--- src/rtl/reg_scan.sv ---
// Register-file scanner: walks FirstAdr..LastAdr (mod 32) and emits each word on a valid/ready port.
// Define REG_SCAN_CHECKSUM_EN to add a running XOR of emitted words on the Checksum output.
module reg_scan #(
   parameter bit SKIP_X0 = 1'b0
) (
   input  logic        Clk,
   input  logic        Rst,
   input  logic        Start,
   input  logic [4:0]  FirstAdr,
   input  logic [4:0]  LastAdr,
   output logic [4:0]  RdAdr,
   input  logic [31:0] RdData,
   output logic        OutValid,
   input  logic        OutReady,
   output logic [4:0]  OutAdr,
   output logic [31:0] OutData,
   output logic        Busy,
   output logic        Done
`ifdef REG_SCAN_CHECKSUM_EN
   ,
   output logic [31:0] Checksum
`endif
);

   typedef enum logic [1:0] {
      IDLE = 2'd0,
      READ = 2'd1,
      OUT  = 2'd2,
      DONE = 2'd3
   } state_t;

   state_t      state_r;
   logic [4:0]  cur_r;
   logic [4:0]  last_r;
   logic [4:0]  out_adr_r;
   logic [31:0] out_data_r;
   logic        out_valid_r;
   logic        busy_r;
   logic        done_r;

   logic        at_last_s;
   logic        skip_s;
   logic        start_s;
   logic        hs_s;

   assign at_last_s = (cur_r == last_r);
   assign skip_s    = SKIP_X0 && (cur_r == 5'd0);
   assign start_s   = (state_r == IDLE) && Start;
   assign hs_s      = (state_r == OUT) && OutReady;

   // Scan sequencer; the read port follows the current-address register directly.
   always_ff @(posedge Clk) begin
      if (Rst) begin
         state_r     <= IDLE;
         cur_r       <= 5'd0;
         last_r      <= 5'd0;
         out_adr_r   <= 5'd0;
         out_data_r  <= 32'd0;
         out_valid_r <= 1'b0;
         busy_r      <= 1'b0;
         done_r      <= 1'b0;
      end else begin
         done_r <= 1'b0;
         case (state_r)
            IDLE: begin
               if (start_s) begin
                  cur_r   <= FirstAdr;
                  last_r  <= LastAdr;
                  busy_r  <= 1'b1;
                  state_r <= READ;
               end else begin
                  state_r <= IDLE;
               end
            end
            READ: begin
               if (skip_s) begin
                  if (at_last_s) begin
                     done_r  <= 1'b1;
                     state_r <= DONE;
                  end else begin
                     cur_r   <= cur_r + 5'd1;
                     state_r <= READ;
                  end
               end else begin
                  out_data_r  <= RdData;
                  out_adr_r   <= cur_r;
                  out_valid_r <= 1'b1;
                  state_r     <= OUT;
               end
            end
            OUT: begin
               if (hs_s) begin
                  out_valid_r <= 1'b0;
                  if (at_last_s) begin
                     done_r  <= 1'b1;
                     state_r <= DONE;
                  end else begin
                     cur_r   <= cur_r + 5'd1;
                     state_r <= READ;
                  end
               end else begin
                  state_r <= OUT;
               end
            end
            DONE: begin
               // Clearing cur keeps RdAdr at zero whenever the scanner is idle.
               cur_r   <= 5'd0;
               busy_r  <= 1'b0;
               state_r <= IDLE;
            end
            default: begin
               cur_r       <= 5'd0;
               out_valid_r <= 1'b0;
               busy_r      <= 1'b0;
               state_r     <= IDLE;
            end
         endcase
      end
   end

   assign RdAdr    = cur_r;
   assign OutValid = out_valid_r;
   assign OutAdr   = out_adr_r;
   assign OutData  = out_data_r;
   assign Busy     = busy_r;
   assign Done     = done_r;

`ifdef REG_SCAN_CHECKSUM_EN
   logic [31:0] checksum_r;

   // Running XOR of accepted words, restarted whenever a new scan is accepted.
   always_ff @(posedge Clk) begin
      if (Rst) begin
         checksum_r <= 32'd0;
      end else if (start_s) begin
         checksum_r <= 32'd0;
      end else if (hs_s) begin
         checksum_r <= checksum_r ^ out_data_r;
      end else begin
         checksum_r <= checksum_r;
      end
   end

   assign Checksum = checksum_r;
`endif

endmodule
--- config.mk ---
export PLATFORM = sky130hd
export DESIGN_NAME = reg_scan
export DESIGN_NICKNAME = d
export VERILOG_FILES = /design/src/rtl/reg_scan.sv
export SDC_FILE = /design/constraint.sdc
export NUM_CORES = 1
export LEC_CHECK = 0
export ABC_AREA = 1
export BUFFER_PORTS_ARGS = -buffer_cell sky130_fd_sc_hd__buf_4
export CAP_MARGIN = 15
export CELL_PAD_IN_SITES_DETAIL_PLACEMENT = 1
export CELL_PAD_IN_SITES_GLOBAL_PLACEMENT = 1
export CORE_MARGIN = 2
export CORE_UTILIZATION = 34
export CTS_CLUSTER_DIAMETER = 100
export CTS_CLUSTER_SIZE = 8
export DETAILED_ROUTE_END_ITERATION = 12
export HOLD_SLACK_MARGIN = 0.15
export PLACE_DENSITY_LB_ADDON = 0.2
export SLEW_MARGIN = 10
export SYNTH_ARGS = -nofsm -noshare
export SYNTH_HDL_FRONTEND = slang
export SYNTH_SLANG_ARGS = --single-unit
--- constraint.sdc ---
create_clock -name Clk -period 2.7 [get_ports Clk]
set_input_delay 0.135 -clock Clk [delete_from_list [all_inputs] [get_ports Clk]]
set_output_delay 0.135 -clock Clk [all_outputs]
set_load 0.03 [all_outputs]
==> impl_metrics.yaml, run 1 <==
sta:
  relSlewSlack_pct: 59.14
  slew_violations: 0
  setup_slack_ns: 1.042
  tns_ns: 0
  setup_viol: 0
  skew_ns: 0.005789
  rsz0062_at_grt: "false"
  fin_crit_sh_pct: 61.39
  min_period_ns: 1.658
  hold_viol_final: 0
  clock.fmax_ghz: 0.6033
  worstMarginPinSlew_ns: 0.6120
status:
  status: "finished, final reports clean"
floorplan:
  die_w_um: 80.95
  die_area_um2: 6553
  die_h_um: 80.95
  start_util_pct: 34.62
  coreArea_um2: 5816
  io_pins: 91
  rows: 28
detailed_routing:
  top_layer_used: "met4"
  routed-wl-met2_um: 3447
  drt-initial-drc-count: 78
  firstDrtPassIters: 4
  drc_errors: 0
  viasPerCell: 4.728
  drtAntennaViolNets: 0
  wl_met3_um: 279
  vias: 2227
  wl_met1_um: 2766
  wl_um: 6555
  wl_per_cell_um: 13.92
clock_tree:
  cts-root-buf: "clkbuf_8"
  cts_tree: "yes"
  clk_path_buf_depth: 2
  clock-sinks: 52
  cts_htree_levels: 2
  postCtsSetupBuffers: 0
  path_clk_slew_ns: 0.09
  numCtsBuffers: 5
  worstSkewPairLatency_ns: 0.30
global_routing:
  track_usage_pct: 20.79
  grt_pass1_vias: 2307
  grt_pass1_wl_um: 10520
  overflow: 0
  antenna_found_initial: 0
  grt_start_max_net_pins: 44
placement:
  hpwl_um: 4339
  pre_cts_ws_ns: 1.138
  portBuffers: 90
  dp_cells: 425
  gp_congestion: 0.7293
yosys:
  syn-instance-count: 271
  ys_types: 21
  ys_ff_latch: 52
  syn_avg_cell_area_um2: 7.429
  synth_flop_cell: "dfxtp_1"
  synth-edff-count: 0
  synth_async_sr_flop_share_pct: 0
  yosysWarningCount: 0
  synth_fp_nets: 318
  seq_area_frac_synth_pct: 51.71
  synth_area_um2: 2013
layout:
  multi_input_area_um2: 854.6
  seq_area_um2: 1041
  area_growth_syn_to_layout_pct: 59.79
  fin_nets: 442
  layout_common_cells: "buf_4, nor2_1, dfxtp_1"
  utilization_pct: 55.31
  final_common_cell: "buf_4"
  fillers: 727
  num_antenna_cells: 0
  layout.cells.non_filler: 471
  drive_gt1_share_pct: 27.78
critical_path:
  startpoint_type: "input port"
  required_ns: 2.93
  critical-path-max-stage-delay_ns: 0.54
  cp-end-kind: "flop"
  worstPathArrival_ns: 1.89
  cp_top_family: "buffers and inverters"
  cp_num_buf_inv: 4
  critPathKind: "in2reg"
  crit_top_cell: "buf_4"
  cp_max_fo: 26
  critPathSlowestCell: "dlygate4sd3_1"
  crit_chain: "dlygate4sd3_1 > buf_4 > inv_1 > buf_4 > o21ai_0 > nor2_1"
power_and_ir_drop:
  power_leakage_nw: 1.559
  p_per_area_nw_per_um2: 589.7
  p_seq_share_pct: 47.1
  combPwrFrac_pct: 28.6
  ir_worst_vdd_mv: 0.2925
  clock_power_share_pct: 24.3
  internal-power_w: 0.001267
  p_sw_share_pct: 33.18
  p_sw_w: 0.0006294
  total_power_w: 0.001897
worst_hold_path:
  hold_path.class: "in2reg"
flow_run:
  maxCapViolCount: 0
[metal layers]
| layer | vias up | track usage (%) |
|---|---|---|
| met5 | - | 0 |
| met4 | 0 | 6.441 |
| met3 | 5 | 4.556 |
| met2 | 45 | 38.18 |
| met1 | 1068 | 23.88 |
| li1 | 1109 | - |
[power by group through the flow]
| stage | clock network, W | logic [W] | registers (W) |
|---|---|---|---|
| floorplan | 0 | 0.000173 | 0.00102 |
| global placement | 0 | 0.000485 | 0.000908 |
| detailed placement | 0 | 0.000498 | 0.000909 |
| CTS | 0.000476 | 0.000544 | 0.000893 |
| global route | 0.000508 | 0.000593 | 0.000903 |
| finish | 0.000462 | 0.000542 | 0.000893 |
[synthesized netlist by cell type (2+ instances only)]
| library cell | number | area (µm²) |
|---|---|---|
| nand2_1 | 30 | 112.6 |
| buf_2 | 3 | 15.01 |
| nor2_4 | 2 | 22.52 |
| inv_1 | 11 | 41.29 |
| o21ai_0 | 42 | 210.2 |
| nand4_1 | 2 | 12.51 |
| clkbuf_1 | 9 | 33.78 |
| o21ai_1 | 4 | 20.02 |
| nand3_1 | 3 | 15.01 |
| xnor2_1 | 2 | 17.52 |
| inv_2 | 6 | 22.52 |
| a21oi_1 | 13 | 65.06 |
| dfxtp_1 | 52 | 1041 |
| nor2_1 | 85 | 319.1 |
[kinds of logic (layout without fill, tap and decap cells)]
kind of cell	count (synthesis)	count (layout)	synth area share, %
AO/OA/AOI/OAI	62	62	15.91
XOR/XNOR	2	2	0.8703
adder cells (fa/ha/maj)	1	1	0.6214
buffers and inverters	30	155	5.842
flip-flops	52	52	51.71
AND/OR/NAND/NOR	124	124	25.05
[stage by stage]
step / hold slack [ns] / cell area [µm²]
after global placement: 0.3464 / 2744
final: 0.1688 / 3217
after floorplan: 0.2041 / 2013
after detailed placement: 0.3555 / 2744
after CTS: 0.1599 / 3217
after global routing: 0.1702 / 3217
[flip-flops by register name (all words and copies together) (netlist names)]
register  cells
RdAdr         5
last_r        5
OutValid      1
OutAdr        5
state_r       2
Done          1
OutData      32
Busy          1
[tightest hold or removal path, stage by stage]
cell and delay, ns:
buf_4 0.11, a21oi_1 0.07, nor2_1 0.08, nor2_1 0.04
[layout make-up]
type	instances	share of cell area [%]
Clock inverter	2	0.3112
Timing Repair Buffer	130	33.29
Clock buffer	6	2.567
Sequential cell	52	32.36
Multi-Input combinational cell	189	26.57
Inverter	17	1.984
Tap cell	75	2.917
[final timing paths]
check	from	to	slack [ns]	depth (start not counted)
max	Rst	OutData[24]$_SDFFE_PP0N_	1.04	6
min	OutReady	state_r[1]$_SDFF_PP0_	0.17	4
max reg2reg	state_r[0]$_SDFF_PP0_	RdAdr[4]$_SDFFE_PP0P_	1.13	9
min reg2reg	OutValid$_SDFFE_PP0P_	OutValid$_SDFFE_PP0P_	0.47	2
[timing repair]
action,in CTS,in global routing
hold endpoints to repair,42,0
resized for setup,0,0
hold buffers,38,0
No activity file was read; power rests on OpenSTA's default activity.
==> run 2, diff against run 1 <==
--- a/config.mk
+++ b/config.mk
@@ -11,7 +11,7 @@
 export CELL_PAD_IN_SITES_DETAIL_PLACEMENT = 1
 export CELL_PAD_IN_SITES_GLOBAL_PLACEMENT = 1
 export CORE_MARGIN = 2
-export CORE_UTILIZATION = 34
+export CORE_UTILIZATION = 29
 export CTS_CLUSTER_DIAMETER = 100
 export CTS_CLUSTER_SIZE = 8
 export DETAILED_ROUTE_END_ITERATION = 12
==> constraint.sdc (replaced) <==
create_clock -name Clk -period 1.4 [get_ports Clk]
set_input_delay 0.07 -clock Clk [delete_from_list [all_inputs] [get_ports Clk]]
set_output_delay 0.07 -clock Clk [all_outputs]
set_load 0.03 [all_outputs]
==> run 2 against run 1 <==
  * Setup slack worse by 0.93 ns
  * Via count up 2.1%
  * Sequential cell count unchanged
  * Sequential power grew 93%
  * Combinational power rose by 100%
  * Cell count is 3.4% higher
  * Design area rose by 4.7%
  * Total power grew 100%
  * Global-route usage decreased by 2.0 points
  * Clock skew fell by 0.0020 ns
  * Critical path depth increased by 2
  * Core utilization is 5.5 points lower
  * Critical endpoint is now RdAdr[3]$_SDFFE_PP0P_
  * Highest routed layer unchanged
==> impl_metrics.yaml, run 2 (same netlist as run 1, synthesis figures left out) <==
power_and_ir_drop:
  power_leakage_nw: 1.621
  p_per_area_nw_per_um2: 1137
  ir_worst_vdd_mv: 0.6748
  total_power_w: 0.003827
critical_path:
  reg2reg_from: "RdAdr[0]$_SDFFE_PP0P_"
  cp-end-kind: "flop"
  worstPathArrival_ns: 1.49
  startpoint_type: "flop"
  critPathKind: "reg2reg"
  cp_max_fo: 7
  r2r_setup_slack_ns: 0.11
  critPathLaunch: "RdAdr[0]$_SDFFE_PP0P_"
  required_ns: 1.60
global_routing:
  grt_pass1_vias: 2399
  grt_pass1_wl_um: 11350
  overflow: 0
  grt_start_max_net_pins: 34
  antenna_found_initial: 0
  track_usage_pct: 18.81
clock_tree:
  clk_path_buf_depth: 2
  cts_tree: "yes"
  worstSkewPairLatency_ns: 0.30
  clock-sinks: 52
  cts_htree_levels: 2
  cts-root-buf: "clkbuf_8"
  numCtsBuffers: 5
  path_clk_slew_ns: 0.09
layout:
  largest_register_ffs: 32
  drive_gt1_share_pct: 30.71
  fillers: 836
  num_antenna_cells: 0
  final_common_cell: "buf_4"
  area_growth_syn_to_layout_pct: 67.25
  final_cell_area_um2: 3367
  layout_common_cells: "buf_4, nor2_1, dfxtp_1"
  fin_nets: 455
  utilization_pct: 49.83
sta:
  relSlewSlack_pct: 75.41
  hold_viol_final: 0
  fin_crit_sh_pct: 91.93
  rsz0062_at_grt: "true"
  worstMarginPinSlew_ns: 0.3688
  min_period_ns: 1.287
  tns_ns: 0
  skew_ns: 0.003832
  slew_violations: 0
  setup_viol: 0
  clock.fmax_ghz: 0.7770
detailed_routing:
  viasPerCell: 4.669
  firstDrtPassIters: 4
  vias: 2274
  drc_errors: 0
  wl_um: 6793
  drtAntennaViolNets: 0
  drt-initial-drc-count: 97
  wl_per_cell_um: 13.95
worst_hold_path:
  hold_path.class: "in2reg"
  min_from: "FirstAdr[0]"
floorplan:
  start_util_pct: 29.80
  coreArea_um2: 6756
  die_h_um: 87.32
  die_w_um: 87.32
  rows: 30
  io_pins: 91
  die_area_um2: 7625
placement:
  hpwl_um: 4426
  gp_congestion: 0.8641
  placed_cell_area_um2: 2799
  portBuffers: 90
flow_run:
  maxCapViolCount: 0
status:
  status: "finished, final reports clean"
run 2: cell types whose count changed in the layout (fill, tap and decap cells not counted), sizes merged:
cell	change
nand3	+1
clkinv	-2
bufinv	+1
clkbuf	-1
buf	+7
dlygate4sd3	+5
run 2: power breakdown:
part / internal [W] / switching, W
combinational: 0.000471 / 0.000639
sequential: 0.00163 / 0.0000977
clock: 0.000514 / 0.000480
run 2: what timing repair did:
action                                  in CTS  in global routing
endpoints found under the setup margin       0                  8
hold buffers                                43                  0
setup buffers                                0                  1
hold endpoints to repair                    46                  0
gates resized for setup                      0                 10
run 2: final cells by class:
cell class | instances | area [µm²] | share of cell area, %
Timing Repair Buffer | 142 | 1174 | 34.86
Sequential cell | 52 | 1059 | 31.44
Multi-Input combinational cell | 190 | 872.1 | 25.90
Tap cell | 80 | 100.1 | 2.973
Clock buffer | 5 | 68.82 | 2.044
Inverter | 17 | 63.81 | 1.895
Clock inverter | 1 | 30.03 | 0.8919
run 2: metrics by stage:
step / setup WS [ns] / hold slack [ns] / cells
global placement: 0.1283 / 0.2827 / 436
finish: 0.1130 / 0.1473 / 487
global route: 0.003866 / 0.2064 / 487
detailed placement: 0.06827 / 0.2885 / 436
floorplan: 0.05087 / 0.1391 / 271
CTS: 0.03972 / 0.1550 / 485
run 2: final timing paths:
| kind | to | cells past startpoint |
|---|---|---|
| setup / recovery | RdAdr[3]$_SDFFE_PP0P_ | 8 |
| hold / removal | RdAdr[0]$_SDFFE_PP0P_ | 5 |
| setup reg to reg | RdAdr[3]$_SDFFE_PP0P_ | 8 |
| hold reg to reg | OutValid$_SDFFE_PP0P_ | 2 |
run 2: critical path: stages (launching register included):
cell,delay (ns)
dfxtp_4,0.38
nand2_1,0.07
inv_1,0.04
nor2_1,0.13
nor2_2,0.06
nand4_1,0.15
nand3_2,0.16
nor2_1,0.14
nor2_1,0.05
run 2: layer usage:
metal | up-vias | global-route usage, % | wire (µm)
li1 | 1141 | - | -
met1 | 1075 | 22.54 | 2931
met2 | 52 | 32.99 | 3463
met3 | 6 | 5.118 | 333
met4 | 0 | 5.035 | 64
met5 | - | 0 | 0
==> run 3, diff against run 2 <==
--- a/config.mk
+++ b/config.mk
@@ -11,12 +11,13 @@
 export CELL_PAD_IN_SITES_DETAIL_PLACEMENT = 1
 export CELL_PAD_IN_SITES_GLOBAL_PLACEMENT = 1
 export CORE_MARGIN = 2
-export CORE_UTILIZATION = 29
+export CORE_UTILIZATION = 28
 export CTS_CLUSTER_DIAMETER = 100
 export CTS_CLUSTER_SIZE = 8
 export DETAILED_ROUTE_END_ITERATION = 12
 export HOLD_SLACK_MARGIN = 0.15
 export PLACE_DENSITY_LB_ADDON = 0.2
+export RECOVER_POWER = 100
 export SLEW_MARGIN = 10
 export SYNTH_ARGS = -nofsm -noshare
 export SYNTH_HDL_FRONTEND = slang
==> run 3 against run 2 <==
  * Sequential share of layout area increased by 0.32 points
  * Die area is 3.4% higher
  * Setup slack got worse by 0.085 ns
  * Via count up 1.0%
  * First-iteration DRC count shrank 32%
  * Core utilization decreased by 1.3 points
  * Cell count grew 4.1%
  * Clock power grew 43%
  * Sequential cell count stayed put
  * Sequential power barely moved
  * Critical endpoint is now RdAdr[4]$_SDFFE_PP0P_
==> impl_metrics.yaml, run 3 (same netlist as run 1, synthesis figures left out) <==
layout:
  area_growth_syn_to_layout_pct: 65.57
  seq_area_um2: 1059
  fillers: 873
  multi_input_area_um2: 884.6
  final_common_cell: "nor2_1"
  layout_common_cells: "nor2_1, buf_4, dfxtp_1"
  drive_gt1_share_pct: 22.63
  layout.cells.non_filler: 507
  num_antenna_cells: 0
  largest_register_ffs: 32
  fin_nets: 457
critical_path:
  required_ns: 1.62
  critical-path-max-stage-delay_ns: 0.38
  r2r_setup_slack_ns: 0.03
  cp-end-kind: "flop"
  cp_num_buf_inv: 0
  worstPathArrival_ns: 1.59
  critPathSlowestCell: "dfxtp_4"
  cp_max_fo: 5
  crit_chain: "nor2_2 > nor2_1 > nor2_2 > nand4_1 > nand3_4 > nand2_1 > nand2_1 > nor2_1"
  startpoint_type: "flop"
  cp_top_family: "simple AND/OR/NAND/NOR gates"
  critPathKind: "reg2reg"
sta:
  hold_ws_ns: 0.1720
  setup_slack_ns: 0.02818
  worstMarginPinSlew_ns: 0.4200
  skew_ns: 0.007336
  hold_viol_final: 0
  min_period_ns: 1.372
  setup_viol: 0
  clock.fmax_ghz: 0.7290
  fin_crit_sh_pct: 97.99
  rsz0062_at_grt: "true"
  relSlewSlack_pct: 72.12
  slew_violations: 0
clock_tree:
  clk_path_buf_depth: 2
  numCtsBuffers: 5
  path_clk_slew_ns: 0.10
  worstSkewPairLatency_ns: 0.31
  cts_htree_levels: 2
  clock-sinks: 52
  cts_tree: "yes"
  cts-root-buf: "clkbuf_8"
global_routing:
  use_met1_pct: 21.29
  grt_pass1_vias: 2417
  grt_start_max_net_pins: 44
  grtUsageMet3_pct: 5.037
  overflow: 0
  grt_pass1_wl_um: 11250
  track_usage_pct: 18.50
  grtUsageMet2_pct: 32.70
  antenna_found_initial: 0
  grt-busiest-layer: "met2"
power_and_ir_drop:
  p_seq_share_pct: 41.0
  p_per_area_nw_per_um2: 1260
  clock_power_share_pct: 33.8
  combPwrFrac_pct: 25.1
  p_sw_w: 0.001279
  internal-power_w: 0.002920
  p_sw_share_pct: 30.45
  ir_worst_vdd_mv: 0.7275
  power_leakage_nw: 1.499
detailed_routing:
  drtAntennaViolNets: 0
  vias: 2297
  drt-initial-drc-count: 66
  firstDrtPassIters: 4
  wl_per_cell_um: 14.07
  wl_um: 7133
  drc_errors: 0
  viasPerCell: 4.531
floorplan:
  start_util_pct: 29.31
  coreArea_um2: 6869
  die_h_um: 88.80
  io_pins: 91
  rows: 30
  die_area_um2: 7885
  die_w_um: 88.80
placement:
  pre_cts_ws_ns: 0.05719
  hpwl_um: 4369
  dp_cells: 451
  portBuffers: 90
  gp_congestion: 0.8291
worst_hold_path:
  hold_path.class: "in2reg"
flow_run:
  maxCapViolCount: 0
status:
  status: "finished, final reports clean"
-- run 3: cell types whose count changed in the layout (fill, tap and decap cells not counted) --
cell           change
buf_4             -40
buf_6              +1
bufinv_16          +2
clkbuf_1          +40
dlygate4sd3_1      +1
inv_2              -1
inv_4              +1
nand2_1            -4
nand2_2            +4
nor2_1             -1
nor2_2             +1
-- run 3: final timing paths --
kind                    startpoint                endpoint  cells after the start
max          RdAdr[0]$_SDFFE_PP0P_   RdAdr[4]$_SDFFE_PP0P_                      8
min                          Start  last_r[1]$_SDFFE_PP0P_                      3
max reg2reg  RdAdr[0]$_SDFFE_PP0P_   RdAdr[4]$_SDFFE_PP0P_                      8
min reg2reg  OutValid$_SDFFE_PP0P_   OutValid$_SDFFE_PP0P_                      2
-- run 3: final cells by class --
cell class                 instances  share of cell area, %
timing repair buffer             144                  31.34
inverter                          17                  1.989
tap                               96                  3.604
multi-input combinational        190                  26.54
sequential                        52                  31.76
clock buffer                       5                  2.065
clock inverter                     3                  2.703
-- run 3: through the flow --
step	instance area, µm²	util [%]	setup TNS [ns]	power, W
2_1_floorplan	2017	-	0	0.002312
5_1_grt	3333	48.52	-0.3133	0.004409
6_report	3333	48.52	0	0.004199
4_1_cts	3411	49.65	0	0.004265
3_5_place_dp	2811	40.93	0	0.002737
3_3_place_gp	2811	40.93	0	0.002720
-- run 3: metal layers --
metal	vias up	share of wire (%)
met4	0	2.5
met2	67	49
met3	19	6.1
li1	1143	-
met1	1068	42
met5	-	0
-- run 3: power by group through the flow --
stage / clock, W / sequential, W / combinational (W)
floorplan: 0 / 0.00198 / 0.000334
detailed placement: 0 / 0.00176 / 0.000982
global route: 0.00151 / 0.00174 / 0.00116
global placement: 0 / 0.00175 / 0.000968
finish: 0.00142 / 0.00172 / 0.00106
CTS: 0.00146 / 0.00172 / 0.00108
-- run 3: timing repair --
| action | 4_1_cts | 5_1_grt |
|---|---|---|
| buffers inserted | 0 | 3 |
| hold buffers | 44 | 0 |
| setup endpoints to repair | 0 | 39 |
| endpoints found under the hold margin | 47 | 0 |
| resized for setup | 0 | 18 |
-- run 3: worst register-to-register path, stage by stage (launching register included) --
cell	delay, ns
dfxtp_4	0.38
nor2_2	0.11
nor2_1	0.07
nor2_2	0.12
nand4_1	0.23
nand3_4	0.21
nand2_1	0.07
nand2_1	0.06
nor2_1	0.04
